**config.mk**
```make
export PLATFORM = sky130hd
export DESIGN_NAME = msx_mapper_ram
export DESIGN_NICKNAME = d
export VERILOG_FILES = /design/src/rtl/msx_mapper_pkg.sv /design/src/rtl/msx_strobe_sync.sv /design/src/rtl/msx_mapper_ram.sv
export SDC_FILE = /design/constraint.sdc
export NUM_CORES = 1
export LEC_CHECK = 0
export BUFFER_PORTS_ARGS = -buffer_cell sky130_fd_sc_hd__buf_2
export CORE_MARGIN = 5
export CORE_UTILIZATION = 30
export DETAILED_ROUTE_END_ITERATION = 10
export PLACE_DENSITY = 0.69
export SYNTH_ARGS = -nofsm -noshare
export SYNTH_HDL_FRONTEND = slang
export SYNTH_SLANG_ARGS = --single-unit
```
**constraint.sdc**
```tcl
create_clock -name clk -period 2.9 [get_ports clk]
set_input_delay 0.58 -clock clk [delete_from_list [all_inputs] [get_ports clk]]
set_output_delay 0.58 -clock clk [all_outputs]
set_load 0.02 [all_outputs]
```
**src/rtl/msx_mapper_pkg.sv**
```systemverilog
`default_nettype none
//============================================================================
// Module      : msx_mapper_pkg
// Description : Shared definitions for the MSX2 memory-mapper RAM controller:
//               default I/O base, page-index type and the reset segment
//               assignment for each CPU page.
// Revision    : 1.0  initial release
//============================================================================
package msx_mapper_pkg;

    // First of the four mapper I/O ports (0xFC..0xFF -> pages 0..3)
    localparam logic [7:0] MAPPER_IO_BASE = 8'hFC;

    // CPU page index, addr[15:14] for memory, addr[1:0] for mapper ports
    typedef logic [1:0] page_t;

    // Power-up mapping: page p gets segment 3-p, masked to the segment width
    // so small RAM configurations still start with legal segment numbers.
    function automatic logic [7:0] reset_seg(input page_t p, input int unsigned seg_bits);
        logic [7:0] v_val;
        logic [7:0] v_mask;
        v_val  = 8'd3 - {6'd0, p};
        v_mask = 8'((9'd1 << seg_bits) - 9'd1);
        return v_val & v_mask;
    endfunction

endpackage : msx_mapper_pkg
`default_nettype wire

```
**src/rtl/msx_strobe_sync.sv**
```systemverilog
`default_nettype none
//============================================================================
// Module      : msx_strobe_sync
// Description : Two-flop synchroniser followed by a previous-value flop.
//               'pulse' is high for one clk when the synchronised request
//               goes from inactive to active (i.e. the bus strobe falls).
// Ports       : clk, rst (async, active-high), async_in (active-high
//               request), pulse (one-cycle event)
// Parameters  : RST_VAL - reset value of all three flops. Resetting to the
//               asserted level means a request already active when reset
//               is released cannot produce a pulse.
// Revision    : 1.0  initial release
//============================================================================
module msx_strobe_sync #(
    parameter logic RST_VAL = 1'b1
) (
    input  logic clk,
    input  logic rst,
    input  logic async_in,
    output logic pulse
);

    logic r_sync1;
    logic r_sync2;
    logic r_prev;

    always_ff @(posedge clk or posedge rst) begin
        if (rst) begin
            r_sync1 <= RST_VAL;
            r_sync2 <= RST_VAL;
            r_prev  <= RST_VAL;
        end else begin
            r_sync1 <= async_in;
            r_sync2 <= r_sync1;
            r_prev  <= r_sync2;
        end
    end

    assign pulse = r_sync2 & ~r_prev;

endmodule : msx_strobe_sync
`default_nettype wire

```
**src/rtl/msx_mapper_ram.sv**
```systemverilog
`default_nettype none
//============================================================================
// Module      : msx_mapper_ram
// Description : MSX2-style memory mapper for slot 3. Four page registers,
//               written through I/O ports IO_BASE..IO_BASE+3, select which
//               16 KB SRAM segment appears in each 16 KB CPU page. The
//               memory path is purely combinational; register writes are
//               taken from a synchronised I/O write strobe.
// Ports       : clk, rst (async, active-high)
//               nsltsel3, niorq, nrd, nwr  - Z80 bus controls (active-low)
//               addr[15:0], data_in[7:0]   - Z80 address / data in
//               data_out[7:0], data_oe     - register readback to the bus
//               ram_addr[SEG_BITS+13:0]    - SRAM address
//               ram_nce, ram_noe, ram_nwe  - SRAM controls (active-low)
// Config      : MSX_MAPPER_READBACK_EN - when defined, I/O reads of the
//               mapper ports return {1s above SEG_BITS, seg[k]}; otherwise
//               the mapper is write-only and data_oe/data_out are tied 0.
// Revision    : 1.0  initial release
//============================================================================
module msx_mapper_ram
    import msx_mapper_pkg::*;
#(
    parameter int unsigned SEG_BITS = 3,
    parameter logic [7:0]  IO_BASE  = MAPPER_IO_BASE
) (
    input  logic                   clk,
    input  logic                   rst,
    input  logic                   nsltsel3,
    input  logic                   niorq,
    input  logic                   nrd,
    input  logic                   nwr,
    input  logic [15:0]            addr,
    input  logic [7:0]             data_in,
    output logic [7:0]             data_out,
    output logic                   data_oe,
    output logic [SEG_BITS+13:0]   ram_addr,
    output logic                   ram_nce,
    output logic                   ram_noe,
    output logic                   ram_nwe
);

    logic [SEG_BITS-1:0] r_seg [4];
    logic                w_port_hit;
    logic                w_io_wr;
    logic                w_wr_fire;
    page_t               w_mem_page;
    page_t               w_io_page;
    logic                w_unused_data;

    // Only addr[7:2] is decoded; addr[15:8] carries the A register on OUT.
    assign w_port_hit = (addr[7:2] == IO_BASE[7:2]);
    assign w_io_wr    = ~niorq & ~nwr & w_port_hit;
    assign w_io_page  = addr[1:0];
    assign w_mem_page = addr[15:14];

    // Data bits above the segment width are intentionally discarded.
    assign w_unused_data = ^data_in;

    msx_strobe_sync #(
        .RST_VAL (1'b1)
    ) u_wr_sync (
        .clk      (clk),
        .rst      (rst),
        .async_in (w_io_wr),
        .pulse    (w_wr_fire)
    );

    // addr and data_in are sampled directly: the Z80 holds them stable for
    // the whole nwr pulse, which outlasts the synchroniser latency.
    always_ff @(posedge clk or posedge rst) begin
        if (rst) begin
            for (int i = 0; i < 4; i++) begin
                r_seg[i] <= SEG_BITS'(reset_seg(page_t'(i), SEG_BITS));
            end
        end else if (w_wr_fire) begin
            r_seg[w_io_page] <= data_in[SEG_BITS-1:0];
        end
    end

    // Memory path: no clock in the way, SRAM sees the mapped address at once.
    assign ram_addr = {r_seg[w_mem_page], addr[13:0]};
    assign ram_nce  = nsltsel3 | ~niorq;
    assign ram_noe  = nrd | ram_nce;
    assign ram_nwe  = nwr | ram_nce;

`ifdef MSX_MAPPER_READBACK_EN
    logic [7:0] w_rb_val;
    logic [7:0] r_data_out;

    always_comb begin
        w_rb_val                 = '1;
        w_rb_val[SEG_BITS-1:0]   = r_seg[w_io_page];
    end

    always_ff @(posedge clk or posedge rst) begin
        if (rst) begin
            r_data_out <= '0;
        end else begin
            r_data_out <= w_rb_val;
        end
    end

    assign data_out = r_data_out;
    assign data_oe  = ~niorq & ~nrd & w_port_hit;
`else
    assign data_out = '0;
    assign data_oe  = 1'b0;
`endif

endmodule : msx_mapper_ram
`default_nettype wire

```
# After elaboration in Yosys (flattened, before gate mapping)
# Index checks and enable logic that the tools add are counted.
[word_totals]
reg_bits = 15
in_bits = 30
output_inout_bits = 29
wordCells = 29
[op_classes]
n_lt_le_gt_ge = 3
eq_ne = 1
muxes = 6
bitwise_logic = 11
reduce_logical = 1
[ops]
columns = ["cell", "count"]
rows = [
  ["12-bit bitwise mux", 1],
  ["3-bit 2-to-1 mux", 3],
  ["3-bit binary-select mux with 2-bit select", 1],
  ["3-bit demux with 2-bit select", 1],
  ["6-bit == test (second input constant)", 1],
  ["3-bit greater-or-equal comparator (second input constant)", 2],
  ["2-bit NOT with 3-bit output", 2],
  ["1-bit AND", 3],
  ["3-bit by 1-bit less-than comparator with 1-bit output (second input constant)", 1],
  ["1-bit NOT", 3],
  ["1-bit OR", 3],
  ["1-bit logical AND", 1],
]

# Longest topological paths before layout
[logic_depth]
depth_word = 6
depth_mapped = 2
depth_no_buf = 2

# Modules after synthesis
# A second synthesis with hierarchy kept.
[hier_totals]
hier_cells = 67
hier_area_um2 = 862.1
[modules_own_cells]
columns = ["module", "instances", "cells_per_inst", "area_each_um2", "seq_area_each_um2"]
rows = [
  ["msx_mapper_ram", 1, 62, 765.7, 305.3],
  ["msx_strobe_sync", 1, 5, 96.3, 78.8],
]

# Worst setup path after synthesis
# OpenSTA, ideal clock, no wires.
[synth_path]
kind = "in2out"
startpoint = "in nsltsel3"
endpoint = "out ram_noe"
arrival_time_ps = 1188
required_ps = 2320
path_slack_ps = 1132
path_stages = 2
path_buffers = 0
path_cell_list = "nand2b_1 -> or2_2"
[synth_via]
elab_chain_cells = 2
[synth_rtl]
columns = ["item", "line", "rtl"]
rows = [
  ["from (decl)", "msx_mapper_ram.sv:28", "input logic nsltsel3,"],
  ["1-bit OR", "msx_mapper_ram.sv:82", "assign ram_nce = nsltsel3 | ~niorq;"],
  ["1-bit OR", "msx_mapper_ram.sv:83", "assign ram_noe = nrd | ram_nce;"],
  ["to (decl)", "msx_mapper_ram.sv:38", "output logic ram_noe,"],
]
# Every way passes these cells.

# Worst setup path after layout
[layout_path]
startpoint = "in addr[14]"
endpoint = "out ram_addr[15]"
[layout_via]
elab_chain_cells = 4
[layout_rtl]
columns = ["item", "line", "rtl"]
rows = [
  ["from (decl)", "msx_mapper_ram.sv:32", "input logic [15:0] addr,"],
  ["2-bit NOT with 3-bit output (implied by the code)", "msx_mapper_ram.sv:81", "assign ram_addr = {r_seg[w_mem_page], addr[13:0]};"],
  ["3-bit binary-select mux with 2-bit select", "msx_mapper_ram.sv:81", ""],
  ["3-bit 2-to-1 mux (implied by the code) (2 in a row)", "msx_mapper_ram.sv:81", ""],
  ["to (decl)", "msx_mapper_ram.sv:36", "output logic [SEG_BITS+13:0] ram_addr,"],
]
# Every way passes these cells. The select of a mux whose other input is x is not followed.

==> results.md <==
- Status: completed
- FF-to-FF Start: u_wr_sync.r_sync2
- ANT nets after route: 0
- Via Count: 528
- Maximum clock rate: 503.4 MHz
- NumNets Final: between 100 and 150
- Die Ht: 63.76 µm
- Inst Count DP: 113
- Die area: 4065 µm²
- H-tree depth: 1
- Hold crit path type: in2async
- Most frequent cells after synthesis: buf_4, mux2_2, dfrtp_1
- Max cap viols: 0
- Yosys cell types: 15
- Relative slew slack: 63.29%
- R2r endpoint: r_seg[11]
- Antenna Cells: 0
- Number of fill cells in the layout: 269
- Most used DFF post-synth: dfrtp_1
- Initial DRC count: 12
- Cts repair resizes: 0
- Grt met3 use: about 3.2%
- Max FO, Critical Path: 3
- Net switching power: roughly 110 µW
- CTS Hold Bufs: 0
- Global-route wire length before repair: 2580 µm
- Vias in the first global route: approximately 600
- Starting Density: about a third
- Synth Area in Adders: 0%
- Met2 Usage GRT: between 10% and 20%
- Fin. Hold Viols: 0
- Slew Limit Fails: 0
- Overall Global Routing Usage: 8.111%
- Worst VDD drop: around 0.00018 V
- Post-CTS setup buffer count: 0
- Async set-reset flop share out of synthesis: between 90% and 100%
- CTS Buf Count: 3
- Clock Skew: 0.003030 ns
- Most numerous cell in the Yosys netlist: buf_4
- Clock slew at reported path FFs: roughly 0.080 ns
- Detailed placement HPWL: between 1000 and 1500 µm
- Gpl congestion: 0.6827
- Synth Area in Compound Gates: 0%
- Setup Viol. Count Final: 0
- Fin crit share: around two thirds
- PortBufs: 32
- Main combinational cell family by area after synthesis: multiplexers
- DRC: 0
- Pleak: approximately 0.00046 µW
- RSZ-0062 raised after global routing: no
- # clock sinks: 15
- Worst Reg-to-Reg Cells: 2
- Worst-Margin Slew: roughly 0.55 ns
- Number of synthesized flops with an enable pin: 0
- Syn Area/Cell: around 13 µm²
- Share of layout cells above drive strength 1: 72.09%
- WS Path Type: in2out
- Seq cells post-synth: 15
- Fin cells: about 120
- CTS root buf: clkbuf_4
- Initial antenna violation count: 0
- Flop pwr share: a little over half
- Final TNS setup: 0 ns
- Die width: 63.76 µm
- Worst Setup SP: addr[14]
- Num ports: 59
- Remaining Overflow, GRT: 0
- WL final: about 1500 µm
- CTS tree: done
- Core Area: around 2800 µm²
- Critical Path AT: between 1 and 1.5 ns
- FP Rows: 19
- Post-synth top area share: 23.09%
- Synth warn: 0
- Worst setup EP type: output pin
- Post-Synth Simple-Gate Area: approximately 12%
- Logic pwr share: 16.0%
- R2R Setup Slk: between 1.5 and 2 ns
- Grt peak-use layer: met2
- Power density over the cells: approximately 420 nW/µm²
- Maximum clock path buffer count: 2
- Post-synthesis cell area: 867.1 µm²
- Routed length per instance: 13.03 µm
- Switching share of total power: 26.55%
- Largest net degree at the start of global routing: 16
- Mux share of post-synthesis cell area: 23.38%
- Startpoint types: input port
- Cells after Synth: 65
- Required time worst endpoint: 2.32 ns
- Clk pwr share: 29.3%
- Largest cells by area after synthesis: dfrtp_1, dfstp_2, buf_4
- Pint: 291.6 µW
- Share of the yosys chip area belonging to registers: between 40% and 50%
- Drt pass-1 iters: 3
- Post-synth top area cell: dfrtp_1
- Xor and xnor area share after synthesis: 0%
- Area growth from synthesis to layout: 9.524%
- Clk_lat worst skew: around 0.28 ns
- GR Layer Usage met1: under 10%
- Tmin final: a little under 2 ns
- Total design power: between 300 and 400 µW
- Via-per-instance ratio: between 4 and 5
==> power groups by stage <==
stage / clock network (µW) / registers (µW) / logic, µW
global placement: 0 / 221 / 62.9
CTS: 122 / 217 / 64.4
global route: 132 / 218 / 69.3
floorplan: 0 / 220 / 65.5
finish: 116 / 217 / 63.6
detailed placement: 0 / 221 / 64.2
==> worst max-delay path: stages <==
cell and delay [ns]:
buf_2 0.15, mux4_2 0.51, buf_2 0.17
==> final cells by class <==
type                            count  area, µm²  share of cell area, %
Inverter                            1      3.754                 0.3953
Sequential cell                    15      384.1                  40.45
Clock buffer                        4      26.28                  2.767
Tap cell                           31      38.79                  4.084
Multi-Input combinational cell     34      336.6                  35.44
Timing Repair Buffer               32      160.2                  16.86
==> cells by family after synthesis <==
logic type,count (synthesis)
mux,15
flops,15
other cells,1
buf+inv,24
simple gates,10
==> metal layers <==
layer | share of wire [%] | wire length (µm)
met4 | 2.9 | 44
met3 | 16 | 240
met5 | 0 | 0
met1 | 38 | 586
met2 | 43 | 655
==> registers in the layout, summed over array words and instances, names as in the netlist <==
| signal | flops |
|---|---|
| u_wr_sync.r_sync1 | 1 |
| u_wr_sync.r_sync2 | 1 |
| u_wr_sync.r_prev | 1 |
| r_seg | 12 |
==> how the worst max path moves through the flow <==
stage,end,slack [ns],cells after the start
finish,ram_addr[15],0.91,3
global route,ram_addr[16],0.89,3
CTS,ram_addr[15],0.90,3
detailed placement,ram_addr[15],0.90,3
global placement,ram_addr[16],0.92,3
floorplan,ram_noe,1.13,2
==> cells in the final DEF (no fill, tap or decap) <==
cell      Yosys  final
and4bb_4      2      2
buf_2         0     32
clkbuf_1      0      1
clkbuf_4      0      3
conb_1        1      9
dfrtp_1       8      8
dfstp_2       7      7
inv_1         1      1
mux2_2       12     12
mux4_2        3      3
nand2_1       1      1
nand2b_1      1      1
nand4_1       1      1
nand4b_1      1      1
nor4_1        1      1
nor4b_4       1      1
or2_2         2      2
==> through the flow <==
step	instance area, µm²	hold slack [ns]	utilization, %	setup slack, ns
after floorplan	897.1	0.3452	-	1.132
after global placement	923.4	0.3475	33.48	0.9158
after detailed placement	923.4	0.3546	33.48	0.9010
after CTS	949.7	0.3433	34.44	0.9005
after global routing	949.7	0.3766	34.44	0.8876
final	949.7	0.3311	34.44	0.9136
Note: power is estimated with default switching activity, not from simulation.
